### src/rtl/mips_cpu_lsu.sv
// mips_cpu_lsu: load/store unit between the CPU datapath and the
// Avalon-style memory bus. Big-endian lanes: byteenable[3] is byte offset 0.
//
// state  | meaning
// -------+------------------------------------------------------------
// S_IDLE | req_ready high; request latched and alignment-checked on accept
// S_BUS  | read/write strobe held on the bus until waitrequest drops or times out
// S_DATA | readdata valid; lane extracted and extended
// S_RESP | single-cycle resp_valid strobe, then back to S_IDLE
module mips_cpu_lsu #(
  parameter int unsigned TIMEOUT_CYCLES = 255
) (
  input  logic        clk,
  input  logic        reset_n,
  input  logic        req_valid,
  output logic        req_ready,
  input  logic        req_write,
  input  logic [1:0]  req_size,
  input  logic        req_unsigned,
  input  logic [31:0] req_addr,
  input  logic [31:0] req_wdata,
  output logic        resp_valid,
  output logic [31:0] resp_data,
  output logic        resp_err,
  output logic [31:0] address,
  output logic        read,
  output logic        write,
  output logic [31:0] writedata,
  output logic [3:0]  byteenable,
  input  logic        waitrequest,
  input  logic [31:0] readdata
);

  localparam logic [1:0] SZ_BYTE = 2'd0;
  localparam logic [1:0] SZ_HALF = 2'd1;
  localparam logic [1:0] SZ_WORD = 2'd2;
  localparam logic [1:0] SZ_RSVD = 2'd3;
  // Abort fires on the waitrequest cycle that brings the count to TIMEOUT_CYCLES.
  localparam logic [7:0] WAIT_LAST = 8'(TIMEOUT_CYCLES - 1);

  typedef enum logic [1:0] {
    S_IDLE = 2'd0,
    S_BUS  = 2'd1,
    S_DATA = 2'd2,
    S_RESP = 2'd3
  } state_t;

  state_t      state_q, state_d;
  logic [1:0]  size_q, size_d;
  logic        uns_q, uns_d;
  logic [1:0]  off_q, off_d;
  logic [7:0]  wait_cnt_q, wait_cnt_d;
  logic [31:0] address_d, writedata_d, resp_data_d;
  logic [3:0]  byteenable_d;
  logic        read_d, write_d, resp_err_d;

  logic        req_misaligned;
  logic [31:0] st_data;
  logic [3:0]  st_be;
  logic [7:0]  lane_byte;
  logic [15:0] lane_half;
  logic [31:0] ld_data;

  assign req_ready  = (state_q == S_IDLE);
  assign resp_valid = (state_q == S_RESP);

  // Alignment / reserved-size check on the incoming request.
  always_comb begin
    req_misaligned = 1'b0;
    case (req_size)
      SZ_BYTE: req_misaligned = 1'b0;
      SZ_HALF: req_misaligned = req_addr[0];
      SZ_WORD: req_misaligned = (req_addr[1:0] != 2'b00);
      SZ_RSVD: req_misaligned = 1'b1;
      default: req_misaligned = 1'b1;
    endcase
  end

  // Store lane replication and byte enables for the incoming request.
  always_comb begin
    st_data = req_wdata;
    st_be   = 4'b1111;
    case (req_size)
      SZ_BYTE: begin
        st_data = {4{req_wdata[7:0]}};
        st_be   = 4'b1000 >> req_addr[1:0];
      end
      SZ_HALF: begin
        st_data = {2{req_wdata[15:0]}};
        st_be   = req_addr[1] ? 4'b0011 : 4'b1100;
      end
      default: begin
        st_data = req_wdata;
        st_be   = 4'b1111;
      end
    endcase
  end

  // Load lane extraction from the latched offset, then sign/zero extension.
  always_comb begin
    case (off_q)
      2'd0:    lane_byte = readdata[31:24];
      2'd1:    lane_byte = readdata[23:16];
      2'd2:    lane_byte = readdata[15:8];
      default: lane_byte = readdata[7:0];
    endcase
    lane_half = off_q[1] ? readdata[15:0] : readdata[31:16];
    case (size_q)
      SZ_BYTE: ld_data = {{24{~uns_q & lane_byte[7]}}, lane_byte};
      SZ_HALF: ld_data = {{16{~uns_q & lane_half[15]}}, lane_half};
      default: ld_data = readdata;
    endcase
  end

  // Next-state and next-output logic; every register holds unless changed.
  always_comb begin
    state_d      = state_q;
    size_d       = size_q;
    uns_d        = uns_q;
    off_d        = off_q;
    wait_cnt_d   = wait_cnt_q;
    address_d    = address;
    writedata_d  = writedata;
    byteenable_d = byteenable;
    read_d       = read;
    write_d      = write;
    resp_data_d  = resp_data;
    resp_err_d   = resp_err;

    case (state_q)
      S_IDLE: begin
        if (req_valid) begin
          size_d = req_size;
          uns_d  = req_unsigned;
          off_d  = req_addr[1:0];
          if (req_misaligned) begin
            state_d     = S_RESP;
            resp_data_d = '0;
            resp_err_d  = 1'b1;
          end else begin
            state_d      = S_BUS;
            wait_cnt_d   = '0;
            address_d    = {req_addr[31:2], 2'b00};
            read_d       = ~req_write;
            write_d      = req_write;
            writedata_d  = req_write ? st_data : '0;
            byteenable_d = req_write ? st_be : 4'b1111;
          end
        end
      end
      S_BUS: begin
        if (!waitrequest) begin
          read_d  = 1'b0;
          write_d = 1'b0;
          if (read) begin
            state_d = S_DATA;
          end else begin
            state_d     = S_RESP;
            resp_data_d = '0;
            resp_err_d  = 1'b0;
          end
        end else begin
          wait_cnt_d = wait_cnt_q + 8'd1;
          if (wait_cnt_q == WAIT_LAST) begin
            read_d      = 1'b0;
            write_d     = 1'b0;
            state_d     = S_RESP;
            resp_data_d = '0;
            resp_err_d  = 1'b1;
          end
        end
      end
      S_DATA: begin
        state_d     = S_RESP;
        resp_data_d = ld_data;
        resp_err_d  = 1'b0;
      end
      S_RESP: begin
        state_d = S_IDLE;
      end
      default: begin
        state_d = S_IDLE;
      end
    endcase
  end

  // State and output registers with synchronous active-low reset.
  always_ff @(posedge clk) begin
    if (!reset_n) begin
      state_q    <= S_IDLE;
      size_q     <= '0;
      uns_q      <= 1'b0;
      off_q      <= '0;
      wait_cnt_q <= '0;
      address    <= '0;
      writedata  <= '0;
      byteenable <= '0;
      read       <= 1'b0;
      write      <= 1'b0;
      resp_data  <= '0;
      resp_err   <= 1'b0;
    end else begin
      state_q    <= state_d;
      size_q     <= size_d;
      uns_q      <= uns_d;
      off_q      <= off_d;
      wait_cnt_q <= wait_cnt_d;
      address    <= address_d;
      writedata  <= writedata_d;
      byteenable <= byteenable_d;
      read       <= read_d;
      write      <= write_d;
      resp_data  <= resp_data_d;
      resp_err   <= resp_err_d;
    end
  end

endmodule
### config.mk
export PLATFORM = sky130hd
export DESIGN_NAME = mips_cpu_lsu
export DESIGN_NICKNAME = d
export VERILOG_FILES = /design/src/rtl/mips_cpu_lsu.sv
export SDC_FILE = /design/constraint.sdc
export NUM_CORES = 1
export LEC_CHECK = 0
export CORE_MARGIN = 1.5
export CORE_UTILIZATION = 40
export DETAILED_ROUTE_END_ITERATION = 8
export GPL_TIMING_DRIVEN = 0
export PLACE_DENSITY = 0.7
export SETUP_SLACK_MARGIN = 0.1
export SYNTH_ARGS = -nofsm -noshare
export SYNTH_HDL_FRONTEND = slang
export SYNTH_SLANG_ARGS = --single-unit
### constraint.sdc
create_clock -name clk -period 2.8 [get_ports clk]
set_input_delay 0.42 -clock clk [delete_from_list [all_inputs] [get_ports clk]]
set_output_delay 0.42 -clock clk [all_outputs]
set_load 0.02 [all_outputs]
Word-level counts from Yosys, hierarchy flattened
Index checks and enable logic that the tools add are counted.
{"block": "op_classes", "add_sub_neg": 1, "eq_ne": 16, "shifts": 1, "mux": 39, "n_bitwise": 5, "n_reduce_logical": 13}
{"operator": "$mux 32", "count": 6}
{"operator": "$pmux 32 s2", "count": 2}
{"operator": "$pmux 32 s3", "count": 1}
{"operator": "$mux 8", "count": 3}
{"operator": "$pmux 8 s3", "count": 1}
{"operator": "$mux 16", "count": 1}
{"operator": "$pmux 8 s2", "count": 1}
{"operator": "$mux 1", "count": 12}
{"operator": "$eq 2x2->1 const B", "count": 5}
{"operator": "$add 8x1->8 const B", "count": 1}
{"operator": "$eq 2x1->1 const B", "count": 4}
{"operator": "$eq 8x8->1 const B", "count": 1}
{"operator": "$logic_not 2->1", "count": 4}
{"operator": "$mux 2", "count": 4}
{"operator": "$mux 4", "count": 2}
{"operator": "$pmux 2 s4", "count": 1}
{"operator": "$pmux 4 s2", "count": 1}
{"operator": "$reduce_and 4->1", "count": 2}
{"operator": "$ne 2x2->1 const B", "count": 3}
{"operator": "$ne 3x3->1 const B", "count": 2}
{"operator": "$reduce_and 5->1", "count": 1}
{"operator": "$pmux 1 s2", "count": 2}
{"operator": "$pmux 1 s4", "count": 1}
{"operator": "$reduce_and 2->1", "count": 2}
{"operator": "other kinds (8)", "count": 12}
{"block": "totals", "regBits": 116, "inputBits": 104, "output_inout_bits": 105, "elab_cells": 87}

Depth between registers and ports, before layout
Gate-level depths: netlist of the first run.
{"block": "logic_depth", "word_depth": 5, "depth_mapped": 9}

Worst setup path before layout of the first run
Ideal clock, no wire load.
{"block": "synth_timing", "kind": "register -> register", "from": "reg state_q[0]", "to": "reg resp_data[8]", "setup_ns": 0.116, "arrival_ns": 2.039, "required_ns": 2.684, "path_slack_ns": 0.645, "stages_incl_launch_ff": 8, "synth_period_minus_slack_ns": 2.155, "path_cell_list": "dfxtp_1 > inv_1 > ha_1 > nor2b_1 > a2111oi_2 > clkbuf_1 > a31oi_1 > a31o_2"}
{"block": "synth_between", "elab_chain_len": 3, "word_cells_on_any_way": 10}
{"item": "from (decl)", "line_no": "48", "source": "state_t state_q, state_d;"}
{"item": "from (signal assigned)", "line_no": "203", "source": "state_q <= state_d;"}
{"item": "$logic_not 2->1 (*)"}
{"item": "net req_ready", "line_no": "16", "source": "output logic req_ready,"}
{"item": "$ne 2x1->1 (no source line) (tied with other cells)"}
{"item": "$reduce_and 5->1 (no source line)"}
{"item": "to (signal assigned)", "line_no": "213", "source": "resp_data <= resp_data_d;"}
{"item": "to (decl)", "line_no": "23", "source": "output logic [31:0] resp_data,"}
Mark *: on every way through the listed nets, which the timed path passes. The rest lies on a longest branch.
A chain may end at the register's enable or synchronous reset.

Worst setup path after layout of the first run
{"block": "layout_timing", "from": "reg state_q[1]", "to": "reg resp_data[30]"}
{"block": "layout_between", "elab_chain_len": 3, "word_cells_on_any_way": 10}
{"item": "$eq 2x1->1 (tied with other cells)", "line_no": "130", "source": "case (state_q)"}
{"item": "$ne 3x3->1 (no source line) (tied with other cells)"}
{"item": "$reduce_and 5->1 (no source line)"}
Several ways; a longest one is shown, not always the timed one.

==> results of run 1 <==
-- cells by family (layout without fill, tap and decap cells) --
logic type	after synthesis	count (layout)	share of synthesized area
AOI/OAI and AO/OA	221	221	0.247
adders and majority gates	6	6	0.0129
buffers and inverters	84	318	0.0612
DFF	116	116	0.399
muxes	46	46	0.0844
other	1	2	0.000644
and+or+nand+nor	252	252	0.195
-- power breakdown --
part / switching, mW / total (mW) / internal, mW
clock network: 0.779 / 2.10 / 1.32
logic: 1.50 / 2.48 / 0.984
registers: 0.121 / 1.97 / 1.85
total: 2.40 / 6.55 / 4.15
-- through the flow --
| stage | utilization | setup TNS (ps) | cells | setup WS (ps) |
|---|---|---|---|---|
| 3_3_place_gp | 0.575 | -10570 | 1109 | -235 |
| 5_1_grt | 0.616 | 0 | 1141 | 125 |
| 3_5_place_dp | 0.575 | -10920 | 1109 | -223 |
| 2_1_floorplan | - | 0 | 727 | 645 |
| 6_report | 0.616 | 0 | 1141 | 248 |
| 4_1_cts | 0.616 | 0 | 1141 | 183 |
-- path summary, 6_finish.rpt --
kind,start,endpoint,depth (start not counted)
worst min register to register,writedata[13],writedata[13],2
worst max-delay path,state_q[1],resp_data[30],7
worst min-delay path,req_addr[0],off_q[0],3
worst max register to register,state_q[1],resp_data[30],7
-- state kept, by name, indices dropped and copies added (netlist names), 2 cells and up --
signal,cells
resp_data,32
writedata,32
address,30
wait_cnt_q,8
byteenable,4
off_q,2
size_q,2
state_q,2
-- worst max-delay path, delay by kind of cell, from the launching register on --
kind | cells | cell delay [ps]
AO/OA/AOI/OAI | 3 | 1040
AND/OR/NAND/NOR | 1 | 210
adder cells (fa/ha/maj) | 1 | 290
flip-flops | 1 | 410
buffers and inverters | 2 | 500
-- layer usage --
metal	track usage	vias up	routed length [µm]
met4	0.0668	0	233
met2	0.419	264	9090
met3	0.0902	16	2010
met5	0	-	0
met1	0.334	2829	8700
li1	-	3024	-
-- cell usage in the layout (no fill, tap or decap), types with 9 or more instances in the layout --
| master | n |
|---|---|
| sky130_fd_sc_hd__nand3_1 | 38 |
| sky130_fd_sc_hd__o21ai_0 | 36 |
| sky130_fd_sc_hd__clkdlybuf4s50_1 | 202 |
| sky130_fd_sc_hd__mux2i_1 | 21 |
| sky130_fd_sc_hd__clkbuf_16 | 17 |
| sky130_fd_sc_hd__nand2_1 | 157 |
| sky130_fd_sc_hd__a41o_1 | 28 |
| sky130_fd_sc_hd__inv_1 | 9 |
| sky130_fd_sc_hd__a31oi_1 | 33 |
| sky130_fd_sc_hd__mux2_2 | 25 |
| sky130_fd_sc_hd__dfxtp_1 | 116 |
| sky130_fd_sc_hd__buf_2 | 9 |
| sky130_fd_sc_hd__nand2b_1 | 20 |
| sky130_fd_sc_hd__a21oi_1 | 90 |
| sky130_fd_sc_hd__clkbuf_1 | 57 |
-- area by class of cell --
class,instances,area (µm²)
timing repair buffer,202,2020
sequential,116,2320
multi-input combinational,527,3160
inverter,9,33.8
tap,180,225
fill,1297,5390
clock inverter,10,108
clock buffer,22,454
buffer,75,328
-- repair_timing --
item                                   CTS  global route
endpoints found under the hold margin    0             0
gates resized for setup                  2             6
setup endpoints to repair               40            12
==> run_summary.xml, run 1 <==
<?xml version="1.0" encoding="UTF-8"?>
<metrics>
  <group name="run_status">
    <metric name="run_status" unit="">completed</metric>
  </group>
  <group name="synthesis">
    <metric name="avgSynthCellArea" unit="µm²">8.02</metric>
    <metric name="yosysWarningCount" unit="">0</metric>
    <metric name="syn-instance-count" unit="">726</metric>
    <metric name="ys_dominant_reg_cell" unit="">sky130_fd_sc_hd__dfxtp_1</metric>
    <metric name="synth_sequential_area_ratio" unit="">0.399</metric>
    <metric name="ys_ff_latch" unit="">116</metric>
    <metric name="leading_cell_type_by_number_of_instances_after_synthesis" unit="">sky130_fd_sc_hd__nand2_1</metric>
    <metric name="synth_area_leader_cell" unit="">sky130_fd_sc_hd__dfxtp_1</metric>
    <metric name="synth_top_area_frac" unit="">0.399</metric>
    <metric name="syn_area" unit="µm²">5820</metric>
    <metric name="ys_async_sr_fraction" unit="">0</metric>
    <metric name="synth_enable_flop_cells" unit="">0</metric>
    <metric name="synth_area_leaders" unit="">sky130_fd_sc_hd__dfxtp_1 40%, sky130_fd_sc_hd__nand2_1 10%, sky130_fd_sc_hd__a21oi_1 7.7%</metric>
    <metric name="netlist_cell_types" unit="">53</metric>
    <metric name="netlist_top_cells_count" unit="">157 x sky130_fd_sc_hd__nand2_1, 116 x sky130_fd_sc_hd__dfxtp_1, 90 x sky130_fd_sc_hd__a21oi_1</metric>
  </group>
  <group name="worst_setup_path">
    <metric name="rrSetupSlack" unit="ps">250</metric>
    <metric name="worstPathCellList" unit="">inv_1, ha_1, nor2b_1, a2111oi_4, clkbuf_1, a31oi_1, a41o_1</metric>
    <metric name="cp_data_required_time" unit="ps">3110</metric>
    <metric name="worstPathArrival" unit="ps">2870</metric>
    <metric name="endpoint_kind" unit="">flop</metric>
    <metric name="worstSetupPathType" unit="">reg2reg</metric>
    <metric name="slowest_stage" unit="">sky130_fd_sc_hd__a2111oi_4</metric>
    <metric name="critical_path.startpoint_type" unit="">flop</metric>
    <metric name="cpPeakStageDelay" unit="ps">630</metric>
    <metric name="crit_fanout" unit="">10</metric>
  </group>
  <group name="final_layout">
    <metric name="diodes_inserted" unit="">0</metric>
    <metric name="post_route_cells_drive_above_1_share" unit="">0.0832</metric>
    <metric name="nNetsFinal" unit="">1058</metric>
    <metric name="design_area" unit="µm²">8650</metric>
    <metric name="area_delta_synth_final" unit="%">48.6</metric>
  </group>
  <group name="pwr">
    <metric name="p_total" unit="mW">6.55</metric>
    <metric name="leakage" unit="nW">3.23</metric>
    <metric name="vdd_ir_drop_max" unit="V">0.000387</metric>
    <metric name="cellPowerDensity" unit="nW/µm²">757</metric>
  </group>
  <group name="placement">
    <metric name="io_buffer_count" unit="">202</metric>
    <metric name="place_hpwl" unit="µm">14900</metric>
    <metric name="place_congestion" unit="">0.916</metric>
    <metric name="placed_area" unit="µm²">8080</metric>
  </group>
  <group name="timing">
    <metric name="worst-slew-pin-transition" unit="ps">716</metric>
    <metric name="max_slew_margin" unit="">0.518</metric>
    <metric name="hold-worst-slack" unit="ps">327</metric>
    <metric name="hold_violations" unit="">0</metric>
    <metric name="post-route-min-period" unit="ps">2550</metric>
    <metric name="timing_max_transition_violations_final" unit="">0</metric>
    <metric name="setup_failing_eps_final" unit="">0</metric>
    <metric name="clock_tree_skew_after_final_layout" unit="ps">9.17</metric>
    <metric name="timing.final.crit_share" unit="">0.912</metric>
    <metric name="grt_setup_unrepaired" unit="">no</metric>
    <metric name="fmaxAchievable" unit="GHz">0.392</metric>
  </group>
  <group name="routing">
    <metric name="detail_route.wl_per_cell" unit="µm">17.6</metric>
    <metric name="drtIter0Drc" unit="">404</metric>
    <metric name="detail-route-antenna-nets" unit="">0</metric>
    <metric name="drt-total-wl" unit="µm">20000</metric>
    <metric name="num_vias" unit="">6133</metric>
    <metric name="post_drt_via_cell_ratio" unit="">5.38</metric>
    <metric name="route.detailed.drc" unit="">0</metric>
    <metric name="firstDrtPassIters" unit="">5</metric>
  </group>
  <group name="floorplanning">
    <metric name="dieWidth" unit="µm">124</metric>
    <metric name="fp.coreArea" unit="µm²">14000</metric>
    <metric name="std_cell_rows" unit="">43</metric>
    <metric name="die_area" unit="µm²">15300</metric>
    <metric name="start_util" unit="">0.415</metric>
    <metric name="boundaryPins" unit="">209</metric>
    <metric name="fp.dieH" unit="µm">124</metric>
  </group>
  <group name="clock_tree">
    <metric name="clk_transition_reported_paths" unit="ps">50</metric>
    <metric name="count_of_buffers_added_by_post_cts_timing_repair_for_setup" unit="">0</metric>
    <metric name="clk_path_buf_depth" unit="">2</metric>
    <metric name="cts_inserted_buffers" unit="">17</metric>
    <metric name="cts_tree" unit="">yes</metric>
    <metric name="cts-root-buf" unit="">sky130_fd_sc_hd__clkbuf_16</metric>
    <metric name="clock_latency" unit="ps">420</metric>
    <metric name="htreeDepth" unit="">4</metric>
    <metric name="postCtsHoldBufs" unit="">0</metric>
    <metric name="clock_sink_count" unit="">116</metric>
  </group>
  <group name="grt">
    <metric name="via_count_of_the_first_global_routing_pass" unit="">5699</metric>
    <metric name="grt_max_degree" unit="">17</metric>
    <metric name="grt_antenna_before_repair" unit="">0</metric>
    <metric name="grt_first_pass_wirelength" unit="µm">30400</metric>
    <metric name="global_routing_usage_summed_across_all_routing_layers" unit="">0.261</metric>
    <metric name="grt_overflow_total" unit="">0</metric>
  </group>
  <group name="run">
    <metric name="maxCapViolCount" unit="">0</metric>
  </group>
  <group name="hold_path">
    <metric name="worst_hold_path_type" unit="">in2reg</metric>
  </group>
</metrics>
No activity file was read; power rests on OpenSTA's default activity.
==> run 2: changes to the inputs <==
Settings changed: CTS_CLUSTER_DIAMETER set to 30.
==> results of run 2 <==
No change in the layout: final DEF, timing and power equal those of run 1.
==> run 3: changes to the inputs <==
Settings changed: CORE_MARGIN 1.5 to unset, MAX_ROUTING_LAYER set to met4.
==> run 3 against run 2 <==
  * Global-route usage rose by 1.3 points
  * Final area about the same
  * Fmax is 2.9% higher
  * Power increased by 0.45%
  * Sequential cell count stayed put
  * Clock skew is 1.8 ps lower
==> run_summary.xml, run 3 (same netlist as run 1, synthesis figures left out) <==
<?xml version="1.0" encoding="UTF-8"?>
<metrics>
  <group name="run_status">
    <metric name="run_status" unit="">completed</metric>
  </group>
  <group name="timing">
    <metric name="fmaxAchievable" unit="GHz">0.403</metric>
    <metric name="hold_violations" unit="">0</metric>
    <metric name="grt_setup_unrepaired" unit="">no</metric>
    <metric name="clock_tree_skew_after_final_layout" unit="ps">7.32</metric>
    <metric name="timing_max_transition_violations_final" unit="">0</metric>
    <metric name="timing.final.crit_share" unit="">0.886</metric>
    <metric name="max_slew_margin" unit="">0.529</metric>
    <metric name="worst-slew-pin-transition" unit="ps">699</metric>
    <metric name="post-route-min-period" unit="ps">2480</metric>
    <metric name="setup_failing_eps_final" unit="">0</metric>
  </group>
  <group name="routing">
    <metric name="detail-route-antenna-nets" unit="">0</metric>
    <metric name="route.detailed.drc" unit="">0</metric>
    <metric name="drt-total-wl" unit="µm">19700</metric>
    <metric name="detail_route.wl_per_cell" unit="µm">17.3</metric>
    <metric name="num_vias" unit="">6181</metric>
    <metric name="post_drt_via_cell_ratio" unit="">5.45</metric>
    <metric name="route.met2.wl" unit="µm">8830</metric>
    <metric name="met1Wirelength" unit="µm">8480</metric>
    <metric name="firstDrtPassIters" unit="">5</metric>
    <metric name="max_layer_used" unit="">met4</metric>
    <metric name="wl_met3" unit="µm">1810</metric>
    <metric name="drtIter0Drc" unit="">356</metric>
  </group>
  <group name="worst_setup_path">
    <metric name="critical_path.startpoint_type" unit="">flop</metric>
    <metric name="crit_fanout" unit="">10</metric>
    <metric name="worstSetupPathType" unit="">reg2reg</metric>
    <metric name="endpoint_kind" unit="">flop</metric>
    <metric name="worstPathArrival" unit="ps">2790</metric>
    <metric name="cp_data_required_time" unit="ps">3110</metric>
  </group>
  <group name="placement">
    <metric name="place_congestion" unit="">0.881</metric>
    <metric name="io_buffer_count" unit="">202</metric>
    <metric name="dp.cells" unit="">1109</metric>
    <metric name="place_hpwl" unit="µm">14700</metric>
  </group>
  <group name="clock_tree">
    <metric name="clk_path_buf_depth" unit="">2</metric>
    <metric name="cts-root-buf" unit="">sky130_fd_sc_hd__clkbuf_16</metric>
    <metric name="clock_sink_count" unit="">116</metric>
    <metric name="cts_tree" unit="">yes</metric>
    <metric name="htreeDepth" unit="">4</metric>
    <metric name="clock_latency" unit="ps">420</metric>
    <metric name="clk_transition_reported_paths" unit="ps">50</metric>
    <metric name="cts_inserted_buffers" unit="">17</metric>
  </group>
  <group name="final_layout">
    <metric name="biggestRegsByFlops" unit="">resp_data x32, writedata x32, address x30</metric>
    <metric name="stdcell_count" unit="">1135</metric>
    <metric name="layout_commonest_cell" unit="">sky130_fd_sc_hd__clkdlybuf4s50_1</metric>
    <metric name="layout.cells.most_common_list" unit="">202 x sky130_fd_sc_hd__clkdlybuf4s50_1, 157 x sky130_fd_sc_hd__nand2_1, 116 x sky130_fd_sc_hd__dfxtp_1</metric>
    <metric name="utilization" unit="">0.617</metric>
    <metric name="area_delta_synth_final" unit="%">48.7</metric>
    <metric name="nNetsFinal" unit="">1058</metric>
    <metric name="diodes_inserted" unit="">0</metric>
    <metric name="post_route_cells_drive_above_1_share" unit="">0.0848</metric>
  </group>
  <group name="floorplanning">
    <metric name="die_area" unit="µm²">15000</metric>
    <metric name="std_cell_rows" unit="">43</metric>
    <metric name="start_util" unit="">0.415</metric>
    <metric name="fp.coreArea" unit="µm²">14000</metric>
    <metric name="fp.dieH" unit="µm">123</metric>
    <metric name="boundaryPins" unit="">209</metric>
    <metric name="dieWidth" unit="µm">123</metric>
  </group>
  <group name="grt">
    <metric name="via_count_of_the_first_global_routing_pass" unit="">5944</metric>
    <metric name="grt_overflow_total" unit="">0</metric>
    <metric name="grt_antenna_before_repair" unit="">0</metric>
    <metric name="global_routing_usage_summed_across_all_routing_layers" unit="">0.273</metric>
    <metric name="grt_first_pass_wirelength" unit="µm">30200</metric>
    <metric name="grt_max_degree" unit="">17</metric>
  </group>
  <group name="hold_path">
    <metric name="worst_hold_path_type" unit="">in2reg</metric>
  </group>
  <group name="pwr">
    <metric name="vdd_ir_drop_max" unit="V">0.000409</metric>
    <metric name="leakage" unit="nW">3.24</metric>
    <metric name="cellPowerDensity" unit="nW/µm²">760</metric>
  </group>
  <group name="run">
    <metric name="maxCapViolCount" unit="">0</metric>
  </group>
</metrics>
[run 3: cell count changes in the layout (fill, tap and decap cells not counted)]
cell | previous run | this run
sky130_fd_sc_hd__clkinv_2 | 5 | 4
sky130_fd_sc_hd__clkbuf_2 | 4 | 6
sky130_fd_sc_hd__a21oi_1 | 90 | 89
sky130_fd_sc_hd__clkinvlp_4 | 3 | 0
sky130_fd_sc_hd__clkbuf_8 | 1 | 2
sky130_fd_sc_hd__bufinv_16 | 2 | 3
sky130_fd_sc_hd__a21oi_2 | 0 | 1
sky130_fd_sc_hd__clkbuf_1 | 57 | 51
[run 3: metal layers]
metal  track usage  vias to the layer above
li1              -                     3030
met1         0.326                     2838
met2         0.418                      271
met3        0.0901                       42
met4         0.120                        0
met5             -                        -
[run 3: through the flow]
stage / total power, mW / setup TNS, ps / worst slack, ps / cell area [µm²] / hold WS (ps)
floorplan: 3.48 / 0 / 645 / 5830 / 459
global placement: 4.43 / -10370 / -236 / 8080 / 439
detailed placement: 4.43 / -8390 / -234 / 8080 / 446
CTS: 6.58 / 0 / 119 / 8640 / 325
global route: 6.91 / 0 / 125 / 8660 / 352
finish: 6.58 / 0 / 319 / 8660 / 340
[run 3: critical path: stages, from the launching register on]
cell and delay, ps:
sky130_fd_sc_hd__dfxtp_1 400, sky130_fd_sc_hd__inv_1 90, sky130_fd_sc_hd__ha_1 290, sky130_fd_sc_hd__nor2b_1 200
sky130_fd_sc_hd__a2111oi_4 580, sky130_fd_sc_hd__clkbuf_1 410, sky130_fd_sc_hd__a31oi_1 170, sky130_fd_sc_hd__a41o_1 230
[run 3: cell type report]
class	count	area, µm²
fill	1278	5380
multi-input combinational	527	3170
sequential	116	2320
timing repair buffer	202	2020
clock buffer	19	453
buffer	75	330
tap	180	225
clock inverter	7	110
inverter	9	33.8
[run 3: worst paths after layout]
check	start	end	slack (ps)	cells past startpoint
hold / removal	req_addr[0]	off_q[0]	340	3
setup / recovery	state_q[1]	resp_data[27]	320	7
hold reg to reg	writedata[4]	writedata[4]	450	2
setup reg to reg	state_q[1]	resp_data[27]	320	7
[run 3: timing repair]
action                     in CTS  in global routing
gates resized for setup         1                 12
setup endpoints to repair      40                 74
setup buffers                   0                  0
hold buffers                    0                  0
[run 3: report_power, final]
part	switching, mW	internal, mW	total (mW)
clock network	0.731	1.41	2.14
registers	0.121	1.85	1.97
logic	1.49	0.987	2.48
total	2.34	4.24	6.58
